`src/rtl/wb_lo_ext_mem_if.sv`:
```
// Wishbone slave for the 16-bit low-side bus of the 32-to-16/8 size bridge.
// Each Wishbone request runs one external SRAM/flash-style cycle
// (SETUP, ACCESS, HOLD), then returns exactly one single-cycle ack or err.
// ACCESS can be stretched by the device wait input, up to a timeout.
// Every output comes from a register. Each output register is loaded from
// the next state and the next latched request, so the pins change on the
// same edge as the state.
module wb_lo_ext_mem_if #(
  parameter int ADDR_W      = 24,
  parameter int SETUP_CYC   = 1,
  parameter int ACCESS_CYC  = 4,
  parameter int HOLD_CYC    = 1,
  parameter int TIMEOUT_CYC = 255
) (
  input  logic              wb_lo_clk_i,
  input  logic              wb_lo_rst_i,
  input  logic [31:0]       wb_lo_adr_i,
  input  logic [15:0]       wb_lo_dat_i,
  output logic [15:0]       wb_lo_dat_o,
  input  logic              wb_lo_cyc_i,
  input  logic              wb_lo_stb_i,
  input  logic              wb_lo_we_i,
  input  logic [1:0]        wb_lo_sel_i,
  output logic              wb_lo_ack_o,
  output logic              wb_lo_err_o,
  output logic              wb_lo_rty_o,
  input  logic              mem_byte_if_i,
  output logic [ADDR_W-1:0] mem_adr_o,
  output logic [15:0]       mem_dat_o,
  input  logic [15:0]       mem_dat_i,
  output logic              mem_dat_oe_o,
  output logic              mem_ce_n_o,
  output logic              mem_oe_n_o,
  output logic              mem_we_n_o,
  output logic [1:0]        mem_be_n_o,
  input  logic              mem_wait_i
);

  localparam logic [2:0] ST_IDLE     = 3'd0;
  localparam logic [2:0] ST_SETUP    = 3'd1;
  localparam logic [2:0] ST_ACCESS   = 3'd2;
  localparam logic [2:0] ST_HOLD     = 3'd3;
  localparam logic [2:0] ST_DONE     = 3'd4;
  localparam logic [2:0] ST_DONE_ERR = 3'd5;

  // Each phase counter starts at 0 on phase entry, so the last cycle of a
  // phase is at count (length - 1).
  localparam logic [7:0] SETUP_LAST = 8'(SETUP_CYC - 1);
  localparam logic [7:0] ACC_LAST   = 8'(ACCESS_CYC - 1);
  localparam logic [7:0] HOLD_LAST  = 8'(HOLD_CYC - 1);
  localparam logic [7:0] TOUT_LAST  = 8'(TIMEOUT_CYC - 1);

  logic [2:0]        state_q, state_d;
  logic [7:0]        cnt_q, cnt_d;
  logic              tout_q, tout_d;
  logic              abort_q, abort_d;
  logic              we_q, we_d;
  logic              byte_q, byte_d;
  logic [1:0]        lane_q, lane_d;
  logic [ADDR_W-1:0] adr_q, adr_d;
  logic [15:0]       wdat_q, wdat_d;
  logic [15:0]       rdat_q, rdat_d;

  logic              ack_q, ack_d;
  logic              err_q, err_d;
  logic              ce_n_q, ce_n_d;
  logic              oe_n_q, oe_n_d;
  logic              we_n_q, we_n_d;
  logic [1:0]        be_n_q, be_n_d;
  logic              dat_oe_q, dat_oe_d;

  logic              busy_q, busy_d, acc_d;

  // Not every address bit reaches the device in both bus modes.
  logic              unused_adr;
  assign unused_adr = ^wb_lo_adr_i;

  assign busy_q = (state_q == ST_SETUP) || (state_q == ST_ACCESS) || (state_q == ST_HOLD);

  // Phase sequencing, request latching and read-data capture.
  always_comb begin
    state_d = state_q;
    cnt_d   = (cnt_q == 8'hFF) ? cnt_q : cnt_q + 8'd1;
    tout_d  = tout_q;
    abort_d = abort_q;
    we_d    = we_q;
    byte_d  = byte_q;
    lane_d  = lane_q;
    adr_d   = adr_q;
    wdat_d  = wdat_q;
    rdat_d  = rdat_q;
    // If the master drops cyc while the external cycle is in progress, the
    // cycle still runs to the end, but no response is given.
    if (busy_q && !wb_lo_cyc_i) abort_d = 1'b1;
    case (state_q)
      ST_IDLE: begin
        cnt_d = 8'd0;
        if (wb_lo_cyc_i && wb_lo_stb_i) begin
          if (wb_lo_sel_i != 2'b00) begin
            state_d = ST_SETUP;
            we_d    = wb_lo_we_i;
            byte_d  = mem_byte_if_i;
            tout_d  = 1'b0;
            abort_d = 1'b0;
            if (mem_byte_if_i) begin
              lane_d = 2'b10;
              adr_d  = wb_lo_adr_i[ADDR_W-1:0];
              wdat_d = {8'h00, wb_lo_dat_i[7:0]};
            end else begin
              lane_d = ~wb_lo_sel_i;
              adr_d  = wb_lo_adr_i[ADDR_W:1];
              wdat_d = wb_lo_dat_i;
            end
          end else begin
            state_d = ST_DONE_ERR;
          end
        end
      end
      ST_SETUP: begin
        if (cnt_q == SETUP_LAST) begin
          state_d = ST_ACCESS;
          cnt_d   = 8'd0;
        end
      end
      ST_ACCESS: begin
        if (cnt_q >= ACC_LAST) begin
          if (!mem_wait_i || (cnt_q == TOUT_LAST)) begin
            state_d = ST_HOLD;
            cnt_d   = 8'd0;
            tout_d  = mem_wait_i;
            if (!we_q) rdat_d = byte_q ? {mem_dat_i[7:0], mem_dat_i[7:0]} : mem_dat_i;
          end
        end
      end
      ST_HOLD: begin
        if (cnt_q == HOLD_LAST) begin
          state_d = ST_DONE;
          cnt_d   = 8'd0;
        end
      end
      ST_DONE:     state_d = ST_IDLE;
      ST_DONE_ERR: state_d = ST_IDLE;
      default:     state_d = ST_IDLE;
    endcase
  end

  // Pin values for the next cycle, taken from the state being entered.
  always_comb begin
    busy_d   = (state_d == ST_SETUP) || (state_d == ST_ACCESS) || (state_d == ST_HOLD);
    acc_d    = (state_d == ST_ACCESS);
    ce_n_d   = !busy_d;
    oe_n_d   = !(acc_d && !we_d);
    we_n_d   = !(acc_d && we_d);
    dat_oe_d = busy_d && we_d;
    be_n_d   = busy_d ? lane_d : 2'b11;
    ack_d    = (state_d == ST_DONE) && !tout_d && !abort_d;
    err_d    = ((state_d == ST_DONE) && tout_d && !abort_d) || (state_d == ST_DONE_ERR);
  end

  // State, counters, latched request and registered outputs.
  always_ff @(posedge wb_lo_clk_i) begin
    if (wb_lo_rst_i) begin
      state_q  <= ST_IDLE;
      cnt_q    <= 8'd0;
      tout_q   <= 1'b0;
      abort_q  <= 1'b0;
      we_q     <= 1'b0;
      byte_q   <= 1'b0;
      lane_q   <= 2'b11;
      adr_q    <= '0;
      wdat_q   <= 16'h0000;
      rdat_q   <= 16'h0000;
      ack_q    <= 1'b0;
      err_q    <= 1'b0;
      ce_n_q   <= 1'b1;
      oe_n_q   <= 1'b1;
      we_n_q   <= 1'b1;
      be_n_q   <= 2'b11;
      dat_oe_q <= 1'b0;
    end else begin
      state_q  <= state_d;
      cnt_q    <= cnt_d;
      tout_q   <= tout_d;
      abort_q  <= abort_d;
      we_q     <= we_d;
      byte_q   <= byte_d;
      lane_q   <= lane_d;
      adr_q    <= adr_d;
      wdat_q   <= wdat_d;
      rdat_q   <= rdat_d;
      ack_q    <= ack_d;
      err_q    <= err_d;
      ce_n_q   <= ce_n_d;
      oe_n_q   <= oe_n_d;
      we_n_q   <= we_n_d;
      be_n_q   <= be_n_d;
      dat_oe_q <= dat_oe_d;
    end
  end

  assign wb_lo_dat_o  = rdat_q;
  assign wb_lo_ack_o  = ack_q;
  assign wb_lo_err_o  = err_q;
  assign wb_lo_rty_o  = 1'b0;
  assign mem_adr_o    = adr_q;
  assign mem_dat_o    = wdat_q;
  assign mem_dat_oe_o = dat_oe_q;
  assign mem_ce_n_o   = ce_n_q;
  assign mem_oe_n_o   = oe_n_q;
  assign mem_we_n_o   = we_n_q;
  assign mem_be_n_o   = be_n_q;

endmodule

```
`config.mk`:
```
export PLATFORM = sky130hd
export DESIGN_NAME = wb_lo_ext_mem_if
export DESIGN_NICKNAME = d
export VERILOG_FILES = /design/src/rtl/wb_lo_ext_mem_if.sv
export SDC_FILE = /design/constraint.sdc
export NUM_CORES = 1
export LEC_CHECK = 0
export CAP_MARGIN = 20
export CELL_PAD_IN_SITES_DETAIL_PLACEMENT = 1
export CELL_PAD_IN_SITES_GLOBAL_PLACEMENT = 2
export CORE_AREA = 5 5 125 127
export DETAILED_ROUTE_END_ITERATION = 7
export DIE_AREA = 0 0 130 132
export HOLD_SLACK_MARGIN = 0.08
export PLACE_DENSITY = 0.9
export SKIP_CTS_REPAIR_TIMING = 1
export SLEW_MARGIN = 40
export SYNTH_ARGS = -nofsm -noshare
export SYNTH_HDL_FRONTEND = slang
export SYNTH_SLANG_ARGS = --single-unit
```
`constraint.sdc`:
```
create_clock -name wb_lo_clk_i -period 2.4 [get_ports wb_lo_clk_i]
set_input_delay 0.36 -clock wb_lo_clk_i [delete_from_list [all_inputs] [get_ports wb_lo_clk_i]]
set_output_delay 0.36 -clock wb_lo_clk_i [all_outputs]
set_load 0.02 [all_outputs]
```
==> key figures, run 1 <==
Run status
  – Outcome: complete, no violations

Synthesis
  – Number of synthesized flops with an enable pin: 0
  – Async S/R FF share, synth: 0%
  – Count of different cell masters after synthesis: 46
  – Top-count cell post-synth: dfxtp_1
  – Top cells by instance count after synthesis: 81 x dfxtp_1, 62 x nand2_1, 40 x mux2i_1
  – Yosys warning total: 0
  – Yosys top cell by area: dfxtp_1
  – Largest family of logic cells by synthesized area: simple AND/OR/NAND/NOR gates
  – Post-synthesis sequential area ratio: 45.92%
  – Synth Area in Compound Gates: 14.00%
  – Post-Synth XOR/XNOR Area: 0.9922%
  – Syn Nets: 472
  – #FFs+latches synth: 81
  – Area contributors post-synth: dfxtp_1 46%, mux2i_1 11%, nand2_1 6.6%
  – Synth Area in Adders: 1.063%
  – Simple-gate portion of the synthesized area: 19.74%
  – Yosys top cell area share: 45.92%
  – Post-Syn Instances: 396
  – Top FF cell, synth: dfxtp_1
  – Mapped cell area: 3531 µm²
  – Post-synthesis mux area share: 13.89%
  – Avg Inst Size Synth: 8.916 µm²

GRT
  – Gr busiest metal: met2
  – Remaining global-route overflow: 0
  – M1 GR Usage: 15.95%
  – Vias in the first global route: 3,565
  – GRT Util Overall: 13.49%
  – Largest net degree at the start of global routing: 38
  – Initial antenna violation count: 0
  – Met2 Use GR: 22.66%
  – Global-route wire length before repair: 18.60 mm
  – Met3 Usage GRT: 4.700%

Flow run
  – Maxcap violations: 0

Finish
  – Post-route insts no fill: 703
  – Nets@finish: 590
  – Area Overhead vs Synth: 51.77%
  – Layout cells sized above 1: 8.285%
  – Fin util: 37.44%
  – Antenna diodes: 0
  – Design Area, Final: 5359 µm²

Pwr
  – PD cells: 639.6 nW/µm²
  – Switching fraction of total power: 25.05%
  – P_sw: 0.8587 mW
  – Power Internal: 2.569 mW
  – Leak: 1.933 nW
  – Total power: 3.428 mW
  – Clock power frac: 44.1%
  – IR drop worst, VDD: 402.2 µV
  – Flop pwr share: 41.5%
  – Comb power frac: 14.4%

Floorplan
  – Core footprint: 14,310 µm²
  – Chip width: 130 µm
  – Cell Rows: 44
  – # IOs: 138
  – Die H: 132 µm
  – Initial Util: 24.67%
  – DIE AREA: 17,160 µm²

Critical path
  – CP Max Fanout: 8
  – Critical path endpoint: wb_lo_dat_o[11]
  – Critical Path RT: 2660 ps
  – Worst setup EP type: register
  – FF-to-FF Start: cnt_q[4]
  – Crit Path Class: reg2reg
  – WP data arrival: 2480 ps
  – Worst setup SP type: register
  – Worst setup path startpoint: cnt_q[4]
  – R2R Setup Slk: 190 ps
  – R2r endpoint: wb_lo_dat_o[11]
  – Worst-case reg-to-reg path depth: 4

Routing
  – Avg WL per Cell: 16.02 µm
  – Via count: 3,296
  – Post-route ant nets: 0
  – Drt total wl: 11.26 mm
  – Via density per instance: 4.688
  – DRT Pass-1 Iters: 4
  – # DRC: 0
  – Detailed Route Iter0 Violations: 191

STA
  – Layout Skew: 9.642 ps
  – Slew Limit Fails: 0
  – Final period utilization: 92.20%
  – Setup ws final: 187.3 ps
  – Minimum clock period: 2213 ps
  – Slew headroom: 51.74%
  – Final setup viols: 0
  – Fmax: 451.9 MHz
  – Unrepaired setup endpoints after global routing: false
  – Setup TNS: 0 ps
  – Slew of the pin with the lowest slew margin: 723.8 ps
  – Hold Slack: 441.5 ps
  – Final Hold Vio Count: 0

Placed design
  – Worst slack at placement: 166.1 ps
  – Area of placed instances: 5032 µm²
  – Placed Cells incl. Taps: 687
  – Final GP Congestion: 0.8204
  – PortBufs: 129
  – Post-DP HPWL: 8.481 mm

Clocking
  – Total clock sinks: 81
  – H-tree depth: 3
  – Clock-pin transition on the worst setup and hold timing paths: 70 ps
  – CTS tree: yes
  – CTS Buf Count: 9
  – Clk Latency, worst-skew pair: 340 ps
  – CTS max path bufs: 2
  – Root buffer cell: clkbuf_16

Worst hold path
  – Worst Hold Class: in2reg
[cells by family after synthesis]
| group | count (synthesis) |
|---|---|
| xor+xnor | 4 |
| fa+ha+maj | 3 |
| mux | 48 |
| flops | 81 |
| buf+inv | 38 |
| other cells | 1 |
| compound gates | 73 |
| simple gates | 148 |
[critical path, cell delays in order, from the launching register on]
cell and delay, ps:
dfxtp_1 380, or4_4 590, o31ai_2 470, a211o_1 460, mux2i_1 240
[flip-flops by register name (all words and copies together), names as in the netlist]
signal,cells
mem_be_n_o,2
mem_adr_o,24
mem_ce_n_o,1
mem_we_n_o,1
mem_dat_o,16
mem_oe_n_o,1
we_q,1
lane_q,2
wb_lo_ack_o,1
mem_dat_oe_o,1
state_q,3
tout_q,1
cnt_q,8
byte_q,1
wb_lo_err_o,1
wb_lo_dat_o,16
abort_q,1
[how the worst min path moves through the flow]
stage / startpoint / endpoint / depth (start not counted) / slack, ps
2_1_floorplan: lane_q[1] / lane_q[1] / 2 / 440
3_3_place_gp: mem_dat_o[15] / mem_dat_o[15] / 2 / 440
3_5_place_dp: mem_dat_o[0] / mem_dat_o[0] / 2 / 450
4_1_cts: wb_lo_rst_i / byte_q / 2 / 430
5_1_grt: wb_lo_rst_i / byte_q / 2 / 460
6_report: wb_lo_rst_i / byte_q / 2 / 440
[per-layer routing]
metal / share of wire [%] / wire length, µm / vias to the layer above
li1: - / - / 1627
met4: 1.3 / 150 / 0
met3: 7.7 / 862 / 11
met2: 49 / 5514 / 86
met5: 0 / 0 / -
met1: 42 / 4735 / 1572
[power by group through the flow]
stage	Combinational, mW	Sequential [mW]	Clock, mW
2_1_floorplan	0.189	1.50	0
3_3_place_gp	0.488	1.45	0
3_5_place_dp	0.500	1.45	0
4_1_cts	0.503	1.42	1.56
5_1_grt	0.537	1.43	1.62
6_report	0.494	1.42	1.51
[area by class of cell]
cell class                      instances  area (µm²)
Fill cell                            1665        8955
Inverter                                9       33.78
Clock inverter                          7       101.3
Timing Repair Buffer                  136        1371
Tap cell                              184       230.2
Sequential cell                        81        1622
Clock buffer                            9       225.2
Multi-Input combinational cell        277        1775
[cell usage in the layout, fill, tap and decap left out, types with 3 or more instances in the layout]
| master | count |
|---|---|
| clkdlybuf4s50_1 | 127 |
| dfxtp_1 | 81 |
| and3_1 | 3 |
| nand3b_1 | 10 |
| a211oi_1 | 25 |
| nand4_1 | 4 |
| nor2_1 | 34 |
| xnor2_1 | 3 |
| or2_1 | 3 |
| buf_12 | 3 |
| buf_4 | 4 |
| a21oi_1 | 28 |
| nand2_1 | 62 |
| ha_1 | 3 |
| inv_1 | 9 |
| mux2_2 | 8 |
| nand3_1 | 7 |
| clkbuf_16 | 9 |
| nand2b_1 | 3 |
| mux2i_1 | 40 |
| nor3_1 | 8 |
No activity file was read; power rests on OpenSTA's default activity.
==> run 2, diff against run 1 <==
Settings changed: SLEW_MARGIN 40 to unset.
==> run 2 against run 1 <==
Clock skew decreased by 1.5 ps. Core utilization decreased by 0.18 points. Hold slack improved by 4.0 ps. Design area decreased by 0.49%. Total power decreased by 2.3%. Wire length decreased by 0.90%. Critical path depth increased by 2.
==> key figures, run 2 (synthesized netlist as in run 1, its figures left out) <==
Pwr
  – PD cells: 627.7 nW/µm² (-1.9%)
  – IR drop worst, VDD: 388.7 µV (-3.4%)
  – Leak: 1.925 nW (-0.41%)
  – P_sw: 0.8747 mW (+1.9%)
  – Switching fraction of total power: 26.13% (+1.1 points)
  – Flop pwr share: 42.5% (+1.0 points)
  – Comb power frac: 14.8% (+0.4 points)
  – Power Internal: 2.473 mW (-3.7%)
  – Total power: 3.347 mW (-2.3%)
  – Clock power frac: 42.7% (-1.4 points)

STA
  – Slew of the pin with the lowest slew margin: 1033 ps (+308.7 ps)
  – Final period utilization: 91.56% (-0.63 points)
  – Unrepaired setup endpoints after global routing: false
  – Final Hold Vio Count: 0 (unchanged)
  – Slew Limit Fails: 0 (unchanged)
  – Fmax: 455.1 MHz (+0.69%)
  – Minimum clock period: 2198 ps (-15.19 ps)
  – Slew headroom: 31.04% (-21 points)
  – Hold Slack: 445.5 ps (+4.020 ps)
  – Layout Skew: 8.110 ps (-1.532 ps)
  – Setup TNS: 0 ps (unchanged)
  – Final setup viols: 0 (unchanged)

Finish
  – Antenna diodes: 0 (unchanged)
  – Layout cells sized above 1: 8.285% (unchanged)
  – Nets@finish: 590 (unchanged)
  – Area Overhead vs Synth: 51.03%
  – Layout fillers: 1,670 (+0.30%)
  – Sequential cell area: 1622 µm² (unchanged)
  – Number of flip-flops in the largest register: 24 (unchanged)
  – Multi-input gate area: 1768 µm² (-0.42%)
  – Most frequent cells in the layout: 127 x clkdlybuf4s50_1, 81 x dfxtp_1, 62 x nand2_1
  – Leading cell type in the layout, fill and taps excluded: clkdlybuf4s50_1

Routing
  – Post-route ant nets: 0 (unchanged)
  – Via count: 3,322 (+0.79%)
  – Detailed Route Iter0 Violations: 214 (+12%)
  – Avg WL per Cell: 15.88 µm (-0.90%)
  – Via density per instance: 4.725 (+0.79%)
  – # DRC: 0 (unchanged)
  – Drt total wl: 11.16 mm (-0.90%)
  – DRT Pass-1 Iters: 4 (unchanged)

Critical path
  – Critical Path RT: 2670 ps (about the same)
  – WP data arrival: 2460 ps (-20 ps)
  – FF-to-FF Start: cnt_q[0]
  – Worst setup SP type: register
  – Worst-case reg-to-reg path depth: 6 (+2)
  – Crit Path Class: reg2reg
  – R2R Setup Slk: 200 ps (+20 ps)
  – CP Max Fanout: 9 (+1)
  – R2r endpoint: wb_lo_dat_o[5]
  – Worst setup path startpoint: cnt_q[0]
  – Worst setup EP type: register

Floorplan
  – DIE AREA: 17,160 µm² (unchanged)
  – Cell Rows: 44 (unchanged)
  – Initial Util: 24.67% (unchanged)
  – Core footprint: 14,310 µm² (unchanged)
  – Chip width: 130 µm (unchanged)
  – Die H: 132 µm (unchanged)
  – # IOs: 138 (unchanged)

Clocking
  – Root buffer cell: clkbuf_16
  – CTS Buf Count: 9 (unchanged)
  – Clock-pin transition on the worst setup and hold timing paths: 70 ps (about the same)
  – Total clock sinks: 81 (unchanged)
  – CTS max path bufs: 2 (unchanged)
  – CTS tree: yes
  – H-tree depth: 3 (unchanged)
  – Clk Latency, worst-skew pair: 340 ps (about the same)

GRT
  – Global-route wire length before repair: 18.26 mm (-1.8%)
  – Vias in the first global route: 3,535 (-0.84%)
  – Largest net degree at the start of global routing: 38 (unchanged)
  – GRT Util Overall: 13.31% (-0.18 points)
  – Initial antenna violation count: 0 (unchanged)
  – Remaining global-route overflow: 0 (unchanged)

Run status
  – Outcome: complete, no violations

Placed design
  – Final GP Congestion: 0.8204 (unchanged)
  – Post-DP HPWL: 8.500 mm (+0.22%)
  – PortBufs: 129 (unchanged)

Worst hold path
  – HP Start: wb_lo_rst_i
  – Worst Hold Class: in2reg
  – Worst Hold Path Cells: 2 (unchanged)
  – Hold EP: byte_q

Flow run
  – Maxcap violations: 0 (unchanged)
-- run 2: changes by cell type in the layout (fill, tap and decap cells not counted), sizes merged --
| cell | change |
|---|---|
| inv | +2 |
| clkinv | -1 |
| bufinv | -1 |
-- run 2: per-stage QoR --
stage	setup slack (ps)	std cells	util [%]	instance area, µm²
after floorplan	365.4	396	-	3531
after global placement	223.8	687	35.10	5025
after detailed placement	134.6	687	35.10	5025
after CTS	156.5	703	37.26	5333
after global routing	45.80	703	37.26	5333
final	202.5	703	37.26	5333
-- run 2: per-layer routing --
layer	up-vias	track usage [%]	routed length (µm)
met4	0	5.485	259
met2	86	21.92	5335
met5	-	0	0
met1	1587	15.55	4747
li1	1629	-	-
met3	20	4.822	818
-- run 2: critical path, cell delays in order (launching register included) --
cell,delay (ps)
dfxtp_1,360
inv_1,100
ha_1,150
nand3_1,100
or2_1,280
a211oi_2,850
mux2i_1,280
-- run 2: worst max-delay path by stage --
stage / endpoint / cells after the start
final: wb_lo_dat_o[5] / 6
after global routing: wb_lo_dat_o[7] / 6
after CTS: wb_lo_dat_o[5] / 6
after detailed placement: wb_lo_dat_o[5] / 5
after global placement: wb_lo_dat_o[4] / 5
after floorplan: mem_oe_n_o / 5
-- run 2: area by class of cell --
class / count / share of cell area [%]
Clock buffer: 9 / 4.223
Sequential cell: 81 / 30.41
Tap cell: 184 / 4.317
Timing Repair Buffer: 136 / 25.72
Multi-Input combinational cell: 277 / 33.15
Clock inverter: 7 / 1.549
Inverter: 9 / 0.6335
-- run 2: power by group through the flow --
stage	Sequential, mW	Clock, mW	Combinational [mW]
detailed placement	1.45	0	0.499
floorplan	1.50	0	0.189
finish	1.42	1.43	0.494
CTS	1.42	1.48	0.502
global placement	1.45	0	0.488
global route	1.43	1.56	0.535
